`src/rtl/unreg_deser.sv`:
```
// Serial-to-parallel receiver for the lgsynth91 shift chain.
// MSB-first capture, one-word holding buffer, sticky overrun.
module unreg_deser #(
  parameter int WIDTH  = 16,
  parameter bit INVERT = 1'b1
) (
  input  logic             clk,
  input  logic             rst_n,
  input  logic             sin,
  input  logic             sen,
  input  logic             sync,
  output logic [WIDTH-1:0] dout,
  output logic             dvalid,
  input  logic             dready,
  output logic             ovf,
  input  logic             ovf_clr,
  output logic             busy
);

  localparam int CW = $clog2(WIDTH);
  localparam logic [CW-1:0] LAST = CW'(WIDTH - 1);

  generate
    if (WIDTH < 2 || WIDTH > 32) begin : g_bad
      $error("unreg_deser: WIDTH out of range");
    end
  endgenerate

  logic [WIDTH-1:0] sr;
  logic [WIDTH-1:0] word;
  logic [CW-1:0]    cnt;
  logic [CW-1:0]    cnt_nx;
  logic             b;
  logic             done;
  logic             pop;
  logic             drop;
  logic             take;

  assign b    = sin ^ INVERT;
  assign word = {sr[WIDTH-2:0], b};

  // A bit arriving with sync opens a new word, so it never completes one.
  assign done = sen && !sync && (cnt == LAST);
  assign pop  = dvalid && dready;
  assign drop = done && dvalid && !dready;
  assign take = done && !drop;

  always_comb begin
    cnt_nx = cnt;
    if (sync) begin
      cnt_nx = CW'(sen);
    end else if (sen) begin
      if (cnt == LAST) begin
        cnt_nx = '0;
      end else begin
        cnt_nx = cnt + CW'(1);
      end
    end
  end

  always_ff @(posedge clk or negedge rst_n) begin
    if (!rst_n) begin
      sr   <= '0;
      cnt  <= '0;
      busy <= 1'b0;
    end else begin
      if (sen) begin
        sr <= word;
      end
      cnt  <= cnt_nx;
      busy <= (cnt_nx != '0);
    end
  end

  always_ff @(posedge clk or negedge rst_n) begin
    if (!rst_n) begin
      dout   <= '0;
      dvalid <= 1'b0;
    end else begin
      if (take) begin
        dout   <= word;
        dvalid <= 1'b1;
      end else if (pop) begin
        dvalid <= 1'b0;
      end
    end
  end

  // Set wins over clear when both land in one cycle.
  always_ff @(posedge clk or negedge rst_n) begin
    if (!rst_n) begin
      ovf <= 1'b0;
    end else begin
      if (drop) begin
        ovf <= 1'b1;
      end else if (ovf_clr) begin
        ovf <= 1'b0;
      end
    end
  end

endmodule

```
`config.mk`:
```
export PLATFORM = sky130hd
export DESIGN_NAME = unreg_deser
export DESIGN_NICKNAME = d
export VERILOG_FILES = /design/src/rtl/unreg_deser.sv
export SDC_FILE = /design/constraint.sdc
export NUM_CORES = 1
export LEC_CHECK = 0
export CORE_AREA = 2 2 61 63
export CTS_CLUSTER_SIZE = 25
export DETAILED_ROUTE_END_ITERATION = 10
export DIE_AREA = 0 0 63 65
export GPL_TIMING_DRIVEN = 0
export HOLD_SLACK_MARGIN = 0.1
export PLACE_DENSITY = 0.83
export SLEW_MARGIN = 20
export SYNTH_ARGS = -nofsm -noshare
export SYNTH_HDL_FRONTEND = slang
export SYNTH_SLANG_ARGS = --single-unit
```
`constraint.sdc`:
```
create_clock -name clk -period 1.63 [get_ports clk]
set_input_delay 0.326 -clock clk [delete_from_list [all_inputs] [get_ports clk]]
set_output_delay 0.326 -clock clk [all_outputs]
set_load 0.03 [all_outputs]
```
# After elaboration in Yosys (flattened, before gate mapping)
# Index checks and enable logic that the tools add are counted.
# totals
regBits	38
mem_count	0
elab_cells	28
mem_bits_ro	0
ramBits	0
latchBits	0
# classes
n_shift	0
bitwise	1
muxes	7
n_div	0
add_sub_neg	1
reduce_logical	12
n_eq_ne	1
mul	0
n_lt_le_gt_ge	0
# ops
operator	n
4-bit 2-to-1 mux	3
1-bit logical AND	6
4-bit by 1-bit adder with 4-bit output, second input constant	1
4-bit equality test, second input constant	1
1-bit 2-to-1 mux	4
2-bit nonzero test	2
4-bit nonzero test	1
1-bit logical NOT	3
1-bit inverter	1

# Logic depth before layout (Yosys ltp)
# Gate-level depths: netlist (run 1).
# logic_depth
word_depth	8
depth_mapped	5
depth_no_buf	4

# Worst setup path after synthesis (run 1)
# OpenSTA, ideal clock, no wires.
# synth_path
path_kind	flip-flop to flip-flop
from	register cnt[0]
to	register busy
slack_ns	0.067
synth_period_minus_slack_ns	1.563
stages_incl_launch_ff	5
setup_time_ns	0.139
arrival_time_ns	1.424
cell_sequence	dfrtp_1 -> ha_1 -> nand3_1 -> a221o_1 -> or4_1
# synth_via
elab_chain_cells	5
elab_cells_between_ends	6
# synth_rtl
item	line	rtl
start, declared	31	logic [CW-1:0] cnt;
start signal, assigned	70	cnt <= cnt_nx;
4-bit by 1-bit adder with 4-bit output or 4-bit equality test (tied branches)	56, 53	
4-bit 2-to-1 mux	53	if (cnt == LAST) begin
4-bit 2-to-1 mux *	52	end else if (sen) begin
4-bit 2-to-1 mux *	50	if (sync) begin
via cnt_nx[0]	32	logic [CW-1:0] cnt_nx;
4-bit nonzero test *	71	busy <= (cnt_nx != '0);
end signal, assigned	71	
end, declared	17	output logic busy
# Mark *: on every way through the listed nets, which the timed path passes. The rest lies on a longest branch.
# A chain may end at the register's enable or synchronous reset.

# Worst setup path in the final report (run 1)
# Ends and elaborated chain as after synthesis.

==> results of run 1 <==
[power groups by stage]
| stage | Clock (W) | Sequential (W) | Combinational [W] |
|---|---|---|---|
| 2_1_floorplan | 0 | 0.00119 | 0.000169 |
| 6_report | 0.000822 | 0.00120 | 0.000265 |
| 4_1_cts | 0.000851 | 0.00120 | 0.000270 |
| 3_3_place_gp | 0 | 0.00121 | 0.000231 |
| 5_1_grt | 0.000885 | 0.00122 | 0.000294 |
| 3_5_place_dp | 0 | 0.00123 | 0.000251 |
[routing by layer]
layer / part of all wire [%] / wire [um]
met5: 0 / 0
met4: 2.5 / 63
met3: 3.9 / 101
met2: 50 / 1290
met1: 43 / 1110
[stage by stage]
| stage | utilization, % | power (W) | cell area [um2] | cells | TNS [ns] |
|---|---|---|---|---|---|
| after floorplan | - | 0.00136 | 1530 | 96 | 0 |
| after global placement | 52.8 | 0.00144 | 1840 | 169 | -27.28 |
| after detailed placement | 53.4 | 0.00148 | 1870 | 170 | -8.91 |
| after CTS | 56.9 | 0.00232 | 1990 | 181 | 0 |
| after global routing | 56.9 | 0.00240 | 1990 | 181 | 0 |
| final | 56.9 | 0.00229 | 1990 | 181 | 0 |
[kinds of logic (layout without fill, tap and decap cells)]
family / Yosys count / in the layout
AO/OA/AOI/OAI: 7 / 7
flip-flops: 38 / 38
buffers and inverters: 7 / 44
multiplexers: 32 / 32
AND/OR/NAND/NOR: 11 / 11
adder cells (fa/ha/maj): 1 / 1
[flip-flops by register name, indices dropped and copies added (netlist names)]
signal	count
busy	1
cnt	4
dout	16
dvalid	1
ovf	1
sr	15
[final cells by class]
cell class | count | area (um2)
Buffer | 4 | 42.5
Clock buffer | 6 | 51.3
Clock inverter | 2 | 60.1
Fill cell | 278 | 1510
Inverter | 3 | 11.3
Multi-Input combinational cell | 51 | 542
Sequential cell | 38 | 951
Tap cell | 48 | 60.1
Timing Repair Buffer | 29 | 273
[what timing repair did]
action                                  CTS  global route
endpoints found under the setup margin   29             1
buffers inserted                          2             0
endpoints found under the hold margin    17             0
resized for setup                        22             0
pin swaps                                 0             1
gates cloned                              0             0
hold buffers                              1             0
[cell usage in the layout, fill, tap and decap left out, types with 2 or more instances in the layout]
cell	instances
buf_4	2
buf_2	2
inv_1	3
bufinv_16	2
buf_6	2
clkbuf_4	5
nand3b_1	2
mux2_1	6
mux2_4	9
mux2i_1	3
dlygate4sd2_1	20
clkdlybuf4s50_1	4
dfrtp_1	38
mux2_2	14
[worst max path at each step]
stage	end	slack, ns	depth (start not counted)	startpoint
3_5_place_dp	dout[7]$_DFFE_PN0P_	-0.48	6	sen
3_3_place_gp	cnt[3]$_DFF_PN0_	-0.53	1	rst_n
6_report	busy$_DFF_PN0_	0.08	4	cnt[0]$_DFF_PN0_
4_1_cts	busy$_DFF_PN0_	0.01	4	cnt[0]$_DFF_PN0_
2_1_floorplan	busy$_DFF_PN0_	0.07	4	cnt[0]$_DFF_PN0_
5_1_grt	dout[3]$_DFFE_PN0P_	0.02	5	cnt[2]$_DFF_PN0_
[worst register-to-register path: cells and delay by family, from the launching register on]
family | cells | cell delay, ns
AOI/OAI and AO/OA | 1 | 0.28
buffers and inverters | 1 | 0.16
DFF | 1 | 0.43
and+or+nand+nor | 2 | 0.55
==> summary.md, run 1 <==
| Metric | Value |
|---|---|
| Status | finished, final reports clean |
| Final hold violation count | 0 |
| Synth Register Bits | 38 |
| Area contributors post-synth | dfrtp_1, mux2_2, mux2_4, mux2_1, mux2i_1 |
| Most Crowded Layer GR | met2 |
| Initial antenna violation count | 0 |
| DRC | 0 |
| Root buf cell | clkbuf_4 |
| Top cells by count, synth | dfrtp_1, mux2_2, mux2_4 |
| Worst setup SP type | flip-flop |
| Compound-cell area share of the yosys netlist | 3.59% |
| Fraction of layout cells with a size suffix above 1 | 30.8% |
| R2R depth | 4 |
| Ys async rst share | 100% |
| PwrDens | 1150 nW/um2 |
| Detail Placement HPWL | 1.81 mm |
| Register area share after synthesis | 62.0% |
| Largest area contributor in the synthesized netlist | dfrtp_1 |
| First DRT Iteration DRCs | 25 |
| Crit-path max FO | 4 |
| GR Util met3 | 4.51% |
| Hold/Removal Path Class | in -> async |
| Via density | 4.85 |
| Total Wirelength | 2.56 mm |
| CTS buffer count | 5 |
| Setup slack, reg-to-reg | 0.08 ns |
| Ys flop type | dfrtp_1 |
| F_max | 0.646 GHz |
| Tcrit/Tclk final | 94.9% |
| Mean cell area of the mapped netlist | 16.0 um2 |
| Die width | 63 um |
| Buffer and inverter count on the worst path | 1 |
| Slew margin rel. | 70.9% |
| Slowest-stage cell, CP | dfrtp_1 |
| CP required | 1.85 ns |
| Leak | 1.01 nW |
| Post-synth EDFFs | 0 |
| Crit path cell chain | buf_4, nor3b_1, a221o_1, or4_1 |
| Proportion of synthesized area in mux cells | 25.4% |
| Clock share of power | 35.9% |
| Clock skew | 0.00493 ns |
| Worst slack, placed | -0.480 ns |
| Max incr delay on CP | 0.43 ns |
| Max clock buf depth | 2 |
| Net switching power | 0.000510 W |
| Hold WS | 0.442 ns |
| Fin crit period | 1.55 ns |
| Worst Slack Setup Final | 0.0832 ns |
| GPL Wtd Cong | 0.716 |
| Core area | 3500 um2 |
| Die footprint | 4100 um2 |
| Area growth, synth to finish | 29.8% |
| Total of max-cap violations | 0 |
| Combinational fraction of design power | 11.6% |
| H-tree depth | 2 |
| Simple-Gate Fraction of Synth Area | 4.65% |
| Final ANT Viol Nets | 0 |
| Worst slew pin tran | 0.437 ns |
| Largest net degree at the start of global routing | 22 |
| Total GRT Usage | 14.6% |
| Fin. max-slew vios | 0 |
| Synth Area in XOR/XNOR | 0% |
| Grt ovf | 0 |
| Final setup violation count | 0 |
| Nets | 140 |
| RSZ-0062 raised after global routing | false |
| Diodes inserted | 0 |
| Post-Syn Area | 1530 um2 |
| Port Buffers | 25 |
| Met2 Resource Use GR | 23.4% |
| P_int | 0.00178 W |
| Drt pass-1 iters | 4 |
| CP delay by family, top | simple AND/OR/NAND/NOR gates |
| Vias in the first global route | 904 |
| Reg clk slew, reported paths | 0.11 ns |
| Placement Rows | 22 |
| First-pass GRT wire length | 4.46 mm |
| Setup Crit Path Kind | reg -> reg |
| Via count | 877 |
| Switch share | 22.3% |
| Adder-cell area share of the yosys netlist | 0.816% |
| Worst r2r src | cnt[0]$_DFF_PN0_ |
| Worst endpoint data arrival time | 1.76 ns |
| Clk sinks | 38 |
| Height of the die | 65 um |
| CTS tree | built |
| Post-synth cell types | 27 |
| Setup crit end kind | flip-flop |
| Starting density of the core | 43.9% |
| WL per Instance | 14.1 um |
| Skew-Pair Late Insertion Delay | 0.34 ns |
| Mapped Cells | 96 |
| Yosys warnings | 0 |
| Sequential share of power | 52.5% |
| Area share of the largest cell type after synthesis | 62.0% |
| # IOs | 26 |
| GR Layer Usage met1 | 17.5% |
| FF-to-FF End | busy$_DFF_PN0_ |
| Post-synth net total | 104 |
| Top-count cell post-synth | dfrtp_1 |
| Main combinational cell family by area after synthesis | multiplexers |
| VDD IR max | 0.538 mV |
Power figures use the tool's default switching activity.
==> inputs of run 2 (changes only) <==
--- a/config.mk
+++ b/config.mk
@@ -5,13 +5,14 @@
 export SDC_FILE = /design/constraint.sdc
 export NUM_CORES = 1
 export LEC_CHECK = 0
-export CORE_AREA = 2 2 61 63
+export CORE_AREA = 2 2 56 58
 export CTS_CLUSTER_SIZE = 25
 export DETAILED_ROUTE_END_ITERATION = 10
-export DIE_AREA = 0 0 63 65
+export DIE_AREA = 0 0 58 60
+export DONT_BUFFER_PORTS = 1
 export GPL_TIMING_DRIVEN = 0
 export HOLD_SLACK_MARGIN = 0.1
-export PLACE_DENSITY = 0.83
+export PLACE_DENSITY = 0.8
 export SLEW_MARGIN = 20
 export SYNTH_ARGS = -nofsm -noshare
 export SYNTH_HDL_FRONTEND = slang
==> constraint.sdc (replaced) <==
create_clock -name clk -period 2.01 [get_ports clk]
set_input_delay 0.402 -clock clk [delete_from_list [all_inputs] [get_ports clk]]
set_output_delay 0.402 -clock clk [all_outputs]
set_load 0.03 [all_outputs]
==> run 2 against run 1 <==
Effect of this change:
- global-route usage is 0.71 points higher
- sequential cell count did not move
- worst hold slack got worse by 0.31 ns
- non-clock buffer count fell by 27
==> summary.md, run 2 (synthesis results as in run 1) <==
| Metric | Value |
|---|---|
| Status | finished, final reports clean |
| Height of the die | 60 um |
| Most frequent cells in the layout | dfrtp_1, mux2_2, mux2_4 |
| VDD IR max | 0.641 mV |
| Worst r2r src | cnt[0]$_DFF_PN0_ |
| Grt ovf | 0 |
| Reg clk slew, reported paths | 0.10 ns |
| Core area | 2900 um2 |
| Combinational fraction of design power | 11.1% |
| Crit path launch | cnt[0]$_DFF_PN0_ |
| Fraction of layout cells with a size suffix above 1 | 34.0% |
| Buffer and inverter count on the worst path | 0 |
| Via count | 781 |
| First DRT Iteration DRCs | 23 |
| Worst slack, placed | 0.297 ns |
| Detail Placement HPWL | 1.60 mm |
| Fin crit period | 1.71 ns |
| Max clock buf depth | 2 |
| Worst endpoint data arrival time | 1.92 ns |
| Fill count | 229 |
| Setup Crit Path Kind | reg -> reg |
| Core Util, Final | 57.4% |
| CTS tree | built |
| Die footprint | 3480 um2 |
| Placement Rows | 20 |
| Total GRT Usage | 15.3% |
| Final Total Pwr | 0.00155 W |
| Clock share of power | 25.7% |
| CP Capture Point | busy$_DFF_PN0_ |
| Switch share | 24.5% |
| CP delay by family, top | simple AND/OR/NAND/NOR gates |
| Nets | 113 |
| Stages on the worst setup path | 4 |
| Reg with most FFs | dout |
| Skew-Pair Late Insertion Delay | 0.34 ns |
| Setup crit end kind | flip-flop |
| Max incr delay on CP | 0.47 ns |
| Crit-path max FO | 6 |
| P_int | 0.00117 W |
| Largest regs | dout (16), sr (15), cnt (4) |
| Fin. max-slew vios | 0 |
| Hold/Removal Path Class | in -> reg |
| Clock skew | 0.00853 ns |
| Worst slew pin tran | 0.328 ns |
| Post-CTS Setup Inserts | 0 |
| Setup slack, reg-to-reg | 0.30 ns |
| Root buf cell | clkbuf_4 |
| H-tree depth | 2 |
| Slowest-stage cell, CP | or4_1 |
| Net switching power | 0.000380 W |
| Clk sinks | 38 |
| Area growth, synth to finish | 8.56% |
| Hold WS | 0.134 ns |
| Crit path cell chain | ha_1, nand3_1, a221o_1, or4_1 |
| Max FFs per register | 16 |
| Port Buffers | 0 |
| F_max | 0.584 GHz |
| # IOs | 26 |
| Total of max-cap violations | 0 |
| Worst Slack Setup Final | 0.297 ns |
| Final setup violation count | 0 |
| WL per Instance | 16.5 um |
| First-pass GRT wire length | 3.86 mm |
| Tcrit/Tclk final | 85.2% |
| GPL Wtd Cong | 0.727 |
| FF-to-FF End | busy$_DFF_PN0_ |
| R2R depth | 4 |
| Final hold violation count | 0 |
| Leak | 0.800 nW |
| Total Wirelength | 2.30 mm |
| Initial antenna violation count | 0 |
| CTS buffer count | 5 |
| Starting density of the core | 52.8% |
| Drt pass-1 iters | 4 |
| Vias in the first global route | 834 |
| Final ANT Viol Nets | 0 |
| RSZ-0062 raised after global routing | false |
| # resized after CTS | 0 |
| Commonest non-fill, non-tap cell in the layout | dfrtp_1 |
| Diodes inserted | 0 |
| Setup_tns | 0 ns |
| CP required | 2.22 ns |
| Worst setup SP type | flip-flop |
| Sequential share of power | 63.2% |
| Via density | 5.62 |
| Die width | 58 um |
| Largest net degree at the start of global routing | 39 |
| Slew margin rel. | 78.1% |
| PwrDens | 930 nW/um2 |
| DRC | 0 |
==> run 2: cell count changes in the layout (fill, tap and decap cells not counted) <==
cell,delta
buf_12,+1
buf_16,-1
buf_2,-1
buf_4,-2
bufinv_16,-2
clkbuf_1,+1
clkdlybuf4s50_1,-4
clkinv_2,+1
dlygate4sd2_1,-20
ha_1,+1
ha_4,-1
==> run 2: area by class of cell <==
class | count | area (um2) | area share [%]
Timing Repair Buffer | 2 | 30.0 | 1.80
Clock inverter | 1 | 5.00 | 0.301
Sequential cell | 38 | 951 | 57.1
Multi-Input combinational cell | 51 | 529 | 31.8
Inverter | 3 | 11.3 | 0.676
Buffer | 4 | 42.5 | 2.55
Tap cell | 33 | 41.3 | 2.48
Clock buffer | 7 | 55.1 | 3.31
==> run 2: metrics by stage <==
step / cells / instance area (um2)
floorplan: 96 / 1530
global route: 139 / 1670
global placement: 129 / 1580
finish: 139 / 1670
CTS: 139 / 1670
detailed placement: 129 / 1580
==> run 2: timing repair <==
| action | 4_1_cts | 5_1_grt |
|---|---|---|
| hold buffers | 2 | 0 |
| endpoints found under the hold margin | 38 | 0 |
| setup endpoints to repair | 0 | 0 |
==> run 2: worst register-to-register path, stage by stage, from the launching register on <==
cell     delay (ns)
dfrtp_1        0.41
ha_1           0.28
nand3_1        0.11
a221o_1        0.32
or4_1          0.47
==> run 2: power groups by stage <==
stage	Sequential, W	Combinational [W]	Clock [W]
2_1_floorplan	0.000967	0.000137	0
3_3_place_gp	0.000989	0.000144	0
3_5_place_dp	0.000999	0.000155	0
4_1_cts	0.000982	0.000177	0.000416
5_1_grt	0.00100	0.000190	0.000442
6_report	0.000979	0.000171	0.000398
==> run 2: worst min path at each step <==
| stage | start | end | depth (start not counted) |
|---|---|---|---|
| floorplan | rst_n | busy$_DFF_PN0_ | 0 |
| detailed placement | rst_n | dout[7]$_DFFE_PN0P_ | 0 |
| finish | sync | cnt[2]$_DFF_PN0_ | 1 |
| global route | sync | cnt[2]$_DFF_PN0_ | 1 |
| global placement | rst_n | dout[5]$_DFFE_PN0P_ | 0 |
| CTS | sync | cnt[2]$_DFF_PN0_ | 1 |
==> run 2: routing by layer <==
| metal | up-vias | part of all wire, % | GRT usage (%) |
|---|---|---|---|
| met5 | - | 0 | 0 |
| met4 | 0 | 2.3 | 7.97 |
| met3 | 7 | 5.9 | 5.19 |
| met2 | 22 | 51 | 25.6 |
| met1 | 391 | 41 | 17.5 |
| li1 | 361 | - | - |
==> inputs of run 3 (changes only) <==
==> constraint.sdc (replaced) <==
create_clock -name clk -period 2.01 [get_ports clk]
set_input_delay 0.603 -clock clk [delete_from_list [all_inputs] [get_ports clk]]
set_output_delay 0.603 -clock clk [all_outputs]
set_load 0.03 [all_outputs]
==> results of run 3 <==
Same layout as run 2 (identical final DEF). Status: finished, final reports clean.
Main changes from that run: setup slack after placement 0.297 ns -> 0.263 ns; hold slack 0.134 ns -> 0.335 ns
